===== src/rtl/ota_pdm_reader.sv =====
// First-order sinc readout of the OTA/comparator bit: synchronise, count ones over a
// 2**WIN_LOG2 tick window, publish a saturated duty-cycle code with valid/ack.
//
// state  | meaning
// IDLE   | waiting for start&en, divider and counters held clear
// SETTLE | discarding SETTLE sample ticks after start
// ACCUM  | adding the synced bit on every sample tick
// DONE   | one cycle: publish result, restart (cont) or return to IDLE
module ota_pdm_reader #(
    parameter int WIN_LOG2    = 8,
    parameter int SAMPLE_DIV  = 4,
    parameter int SETTLE      = 4,
    parameter int SYNC_STAGES = 2
) (
    input  logic                clk,
    input  logic                rst,
    input  logic                en,
    input  logic                cmp_in,
    input  logic                start,
    input  logic                cont,
    input  logic                ack,
    output logic [WIN_LOG2-1:0] result,
    output logic                valid,
    output logic                busy,
    output logic                overrun
);

    localparam logic [1:0] S_IDLE   = 2'd0;
    localparam logic [1:0] S_SETTLE = 2'd1;
    localparam logic [1:0] S_ACCUM  = 2'd2;
    localparam logic [1:0] S_DONE   = 2'd3;

    localparam int DW = (SAMPLE_DIV > 1) ? $clog2(SAMPLE_DIV) : 1;
    localparam int SW = $clog2(SETTLE + 1);
    localparam int TW = (WIN_LOG2 > SW) ? WIN_LOG2 : SW;

    localparam logic [DW-1:0] DIV_LAST = DW'(SAMPLE_DIV - 1);
    localparam logic [TW-1:0] ACC_LOAD = TW'((1 << WIN_LOG2) - 1);
    localparam logic [TW-1:0] SET_LOAD = TW'((SETTLE > 0) ? SETTLE - 1 : 0);

    logic [1:0]             state;
    logic [SYNC_STAGES-1:0] sync;
    logic [DW-1:0]          div;
    logic                   tick;
    logic [TW-1:0]          tcnt;
    logic [WIN_LOG2:0]      count;
    logic                   bit_s;
    logic [WIN_LOG2-1:0]    sat;
    logic                   write;

    assign bit_s = sync[SYNC_STAGES-1];
    assign sat   = count[WIN_LOG2] ? {WIN_LOG2{1'b1}} : count[WIN_LOG2-1:0];
    assign write = (state == S_DONE) && en;
    assign busy  = (state != S_IDLE);

    always_ff @(posedge clk or posedge rst) begin
        if (rst) begin
            sync <= '0;
        end else begin
            sync <= {sync[SYNC_STAGES-2:0], cmp_in};
        end
    end

    // Tick is registered, so the FSM acts one cycle after the divider terminal count.
    always_ff @(posedge clk or posedge rst) begin
        if (rst) begin
            div  <= '0;
            tick <= 1'b0;
        end else if (state == S_IDLE || !en) begin
            div  <= '0;
            tick <= 1'b0;
        end else begin
            div  <= (div == DIV_LAST) ? '0 : div + 1'b1;
            tick <= (div == DIV_LAST);
        end
    end

    always_ff @(posedge clk or posedge rst) begin
        if (rst) begin
            state <= S_IDLE;
            tcnt  <= '0;
            count <= '0;
        end else if (!en) begin
            state <= S_IDLE;
            tcnt  <= '0;
            count <= '0;
        end else begin
            case (state)
                S_IDLE: begin
                    count <= '0;
                    if (start) begin
                        if (SETTLE == 0) begin
                            state <= S_ACCUM;
                            tcnt  <= ACC_LOAD;
                        end else begin
                            state <= S_SETTLE;
                            tcnt  <= SET_LOAD;
                        end
                    end
                end
                S_SETTLE: begin
                    if (tick) begin
                        if (tcnt == '0) begin
                            state <= S_ACCUM;
                            tcnt  <= ACC_LOAD;
                        end else begin
                            tcnt <= tcnt - 1'b1;
                        end
                    end
                end
                S_ACCUM: begin
                    if (tick) begin
                        count <= count + {{WIN_LOG2{1'b0}}, bit_s};
                        if (tcnt == '0) begin
                            state <= S_DONE;
                        end else begin
                            tcnt <= tcnt - 1'b1;
                        end
                    end
                end
                default: begin
                    count <= '0;
                    if (cont) begin
                        state <= S_ACCUM;
                        tcnt  <= ACC_LOAD;
                    end else begin
                        state <= S_IDLE;
                        tcnt  <= '0;
                    end
                end
            endcase
        end
    end

    // An ack coinciding with a write retires the old value; the new one stays valid.
    always_ff @(posedge clk or posedge rst) begin
        if (rst) begin
            result  <= '0;
            valid   <= 1'b0;
            overrun <= 1'b0;
        end else if (write) begin
            result <= sat;
            valid  <= 1'b1;
            if (valid && !ack) begin
                overrun <= 1'b1;
            end
        end else if (ack && valid) begin
            valid   <= 1'b0;
            overrun <= 1'b0;
        end
    end

endmodule


===== config.mk =====
export PLATFORM = sky130hd
export DESIGN_NAME = ota_pdm_reader
export DESIGN_NICKNAME = d
export VERILOG_FILES = /design/src/rtl/ota_pdm_reader.sv
export SDC_FILE = /design/constraint.sdc
export NUM_CORES = 1
export LEC_CHECK = 0
export BUFFER_PORTS_ARGS = -buffer_cell sky130_fd_sc_hd__clkbuf_2
export CAP_MARGIN = 10
export CELL_PAD_IN_SITES_DETAIL_PLACEMENT = 1
export CELL_PAD_IN_SITES_GLOBAL_PLACEMENT = 2
export CORE_MARGIN = 2
export CORE_UTILIZATION = 38
export CTS_BUF_LIST = sky130_fd_sc_hd__clkbuf_2 sky130_fd_sc_hd__clkbuf_4 sky130_fd_sc_hd__clkbuf_8
export CTS_CLUSTER_DIAMETER = 40
export DETAILED_ROUTE_END_ITERATION = 16
export GPL_TIMING_DRIVEN = 0
export PLACE_DENSITY = 0.83
export SKIP_LAST_GASP = 1
export SLEW_MARGIN = 15
export SYNTH_ARGS = -nofsm -noshare
export SYNTH_HDL_FRONTEND = slang
export SYNTH_SLANG_ARGS = --single-unit

===== constraint.sdc =====
create_clock -name clk -period 2.4 [get_ports clk]
set_clock_uncertainty 0.1 [all_clocks]
set_input_delay 0.48 -clock clk [delete_from_list [all_inputs] [get_ports clk]]
set_output_delay 0.48 -clock clk [all_outputs]
set_load 0.01 [all_outputs]

==> out/qor.csv <==
stage;metric;value;unit
synth;Cells after Synth;194;
die;Rows;25;
worst_setup_path;ordered cell list for the critical path;inv_1 > ha_1 > nor2_2 > o32a_2 > nand4_1 > o22ai_1;
synth;Area contributors post-synth;dfrtp_1, ha_1, nor2_1;
worst_setup_path;crit path max fanout;9;
worst_setup_path;CP peak stage delay;0.41;ns
synth;most frequent cell after synthesis;dfrtp_1;
clock_network;Clk pin slew, worst setup/hold paths;0.07;ns
worst_setup_path;worst setup path class;reg2reg;
power_and_ir_drop;P per Cell Area;1150;nW/µm²
synth;Simple-Gate Fraction of Synth Area;21.2;%
clock_network;CTS hold repair buffers;0;
global_routing;initial antenna violation count;0;
power_and_ir_drop;Pleak;0.932;nW
worst_setup_path;CP bufs+invs;1;
worst_setup_path;crit path max-delay cell type;dfrtp_1;
worst_setup_path;Crit. End Element;register;
worst_setup_path;crit path from;state[0]$_DFFE_PP0P_;
synth;syn nets;210;
timing;Final Cycle Share;92.9;%
die;Die X;73.2;µm
global_routing;first-pass GRT wire length;7870;µm
worst_setup_path;Critical Path AT;2.33;ns
synth;XOR/XNOR Fraction of Synth Area;0;%
timing;f_max;0.449;GHz
finish;Antenna Cells;0;
detailed_routing;Antenna Nets Post-Route;0;
clock_network;Root Buffer;clkbuf_8;
synth;syn_area_per_cell;9.37;µm²
timing;max-slew violations;0;
synth;ranking of synthesized cells by instance count;dfrtp_1, nor2_1, a21oi_1;
clock_network;clk buf depth;2;
detailed_routing;drt drc;0;
place;hpwl dp;3340;µm
worst_setup_path;Req. time, crit path;2.50;ns
finish;share of layout cells above drive strength 1;16.1;%
detailed_routing;Pre-antenna DRT Iters;4;
detailed_routing;Initial DRC Count;30;
synth;Yosys top cell by area;dfrtp_1;
timing;Slew HR;51.1;%
timing;Final setup viols;0;
detailed_routing;Via density;5.73;
synth;mux contribution to synthesized area;1.65;%
timing;fin crit period;2.23;ns
place;Placer Congestion;0.788;
finish;nets;233;
worst_setup_path;CP top delay family;simple AND/OR/NAND/NOR gates;
finish;Multi-input gate area;897;µm²
die;Die ar.;5350;µm²
synth;post-synthesis sequential area ratio;46.8;%
synth;main combinational cell family by area after synthesis;simple AND/OR/NAND/NOR gates;
synth;synthesized area;1820;µm²
clock_network;H-tree levels;2;
synth;Async SR Flop Fraction;100;%
clock_network;total CTS buffers;5;
detailed_routing;routed via count;1554;
hold_path;HP Class;in2async;
timing;Hold Fails Final Rpt;0;
finish;fillers;552;
finish;sequential cell area;851;µm²
detailed_routing;final WL;4550;µm
worst_setup_path;Reg2Reg Launch Point;state[0]$_DFFE_PP0P_;
die;I/O pin total;18;
clock_network;Clock Sinks;34;
synth;Yosys reg bits;34;
timing;Hold Slack;0.192;ns
timing;Worst-Margin Slew;0.733;ns
die;Core ar.;4660;µm²
detailed_routing;WL/cell;16.8;µm
timing;Final TNS setup;0;ns
timing;RSZ-0062 raised after global routing;false;
clock_network;CTS tree;done;
die;initial core utilization;39.0;%
die;Die H;73.2;µm
synth;area share of fa/ha/maj cells after synthesis;6.19;%
flow_run;Max-cap violations;0;
outcome;outcome;finished, final reports clean;
global_routing;number of global-route vias before repair;1664;
global_routing;GRT Residual Overflow;0;
place;port bufs;16;
finish;Layout Area Growth over Synthesis;14.5;%
worst_setup_path;crit path launch type;register;
synth;share of the synthesized area in the top cell type;46.8;%
synth;Ys Warns;0;
synth;EDFF count, synth;0;
global_routing;GRT Util Overall;19.2;%
power_and_ir_drop;maximum VDD drop;479;µV
global_routing;largest net degree at the start of global routing;35;
synth;Synth Area in Compound Gates;20.2;%
synth;ys flop type;dfrtp_1;
clock_network;Clk Latency, worst-skew pair;0.29;ns
synth;count of cell types in the netlist;42;
cells by family after synthesis:
logic type      Yosys count
simple gates             73
compound gates           57
flops                    34
buf+inv                  18
fa+ha+maj                 9
mux                       3
state kept, by name, summed over array words and instances (netlist names):
signal   cells
tcnt         8
overrun      1
div          2
tick         1
valid        1
result       8
state        2
sync         2
count        9
worst paths after layout:
| check | to | slack (ns) | cells after the start |
|---|---|---|---|
| setup / recovery | tcnt[2]$_DFFE_PP0P_ | 0.17 | 6 |
| hold / removal | valid$_DFFE_PP0P_ | 0.19 | 2 |
| setup reg to reg | tcnt[2]$_DFFE_PP0P_ | 0.17 | 6 |
| hold reg to reg | sync[1]$_DFF_PP0_ | 0.26 | 0 |
| max in group asynchronous | tcnt[4]$_DFFE_PP0P_ | 1.53 | 2 |
| min in group clk | sync[0]$_DFF_PP0_ | 0.19 | 1 |
placed cells by master, fill, tap and decap left out, types with 6 or more instances in the layout:
cell / count
ha_1: 9
nor2_1: 23
clkbuf_2: 16
dfrtp_1: 34
nand3_1: 6
clkbuf_8: 6
nand2_1: 14
a21oi_1: 16
o21ai_0: 15
o2bb2ai_1: 6
inv_1: 10
power breakdown:
group	total [W]	internal, W	leakage, nW	switching [W]
sequential	0.000843	0.000723	0.442	0.000119
combinational	0.00101	0.000407	0.433	0.000604
clock	0.000546	0.000332	0.0573	0.000214
total	0.00240	0.00146	0.932	0.000937
area by class of cell:
type | count | share of cell area, %
Tap cell | 54 | 3.25
Sequential cell | 34 | 40.9
Clock inverter | 1 | 1.44
Buffer | 7 | 1.50
Timing Repair Buffer | 16 | 3.85
Multi-Input combinational cell | 142 | 43.1
Clock buffer | 6 | 3.97
Inverter | 11 | 1.98
through the flow:
step | std cells | utilization (%) | setup slack [ns] | total power (W) | cell area [µm²]
floorplan | 194 | - | 0.580 | 0.00155 | 1820
global placement | 264 | 42.2 | 0.209 | 0.00180 | 1970
detailed placement | 264 | 42.2 | 0.0696 | 0.00187 | 1970
CTS | 271 | 44.6 | 0.0493 | 0.00242 | 2080
global route | 271 | 44.6 | 0.0191 | 0.00260 | 2080
finish | 271 | 44.6 | 0.171 | 0.00240 | 2080
what timing repair did:
action,CTS,global route
setup endpoints to repair,0,7
buffers inserted,0,0
resized for setup,0,1
layer usage:
layer / wire length, µm / part of all wire (%) / global-route usage, %
met5: 0 / 0 / 0
met4: 95 / 2.1 / 9.47
met3: 85 / 1.9 / 3.31
met2: 2250 / 49 / 31.9
met1: 2120 / 47 / 24.0
No activity file was read; power rests on OpenSTA's default activity.
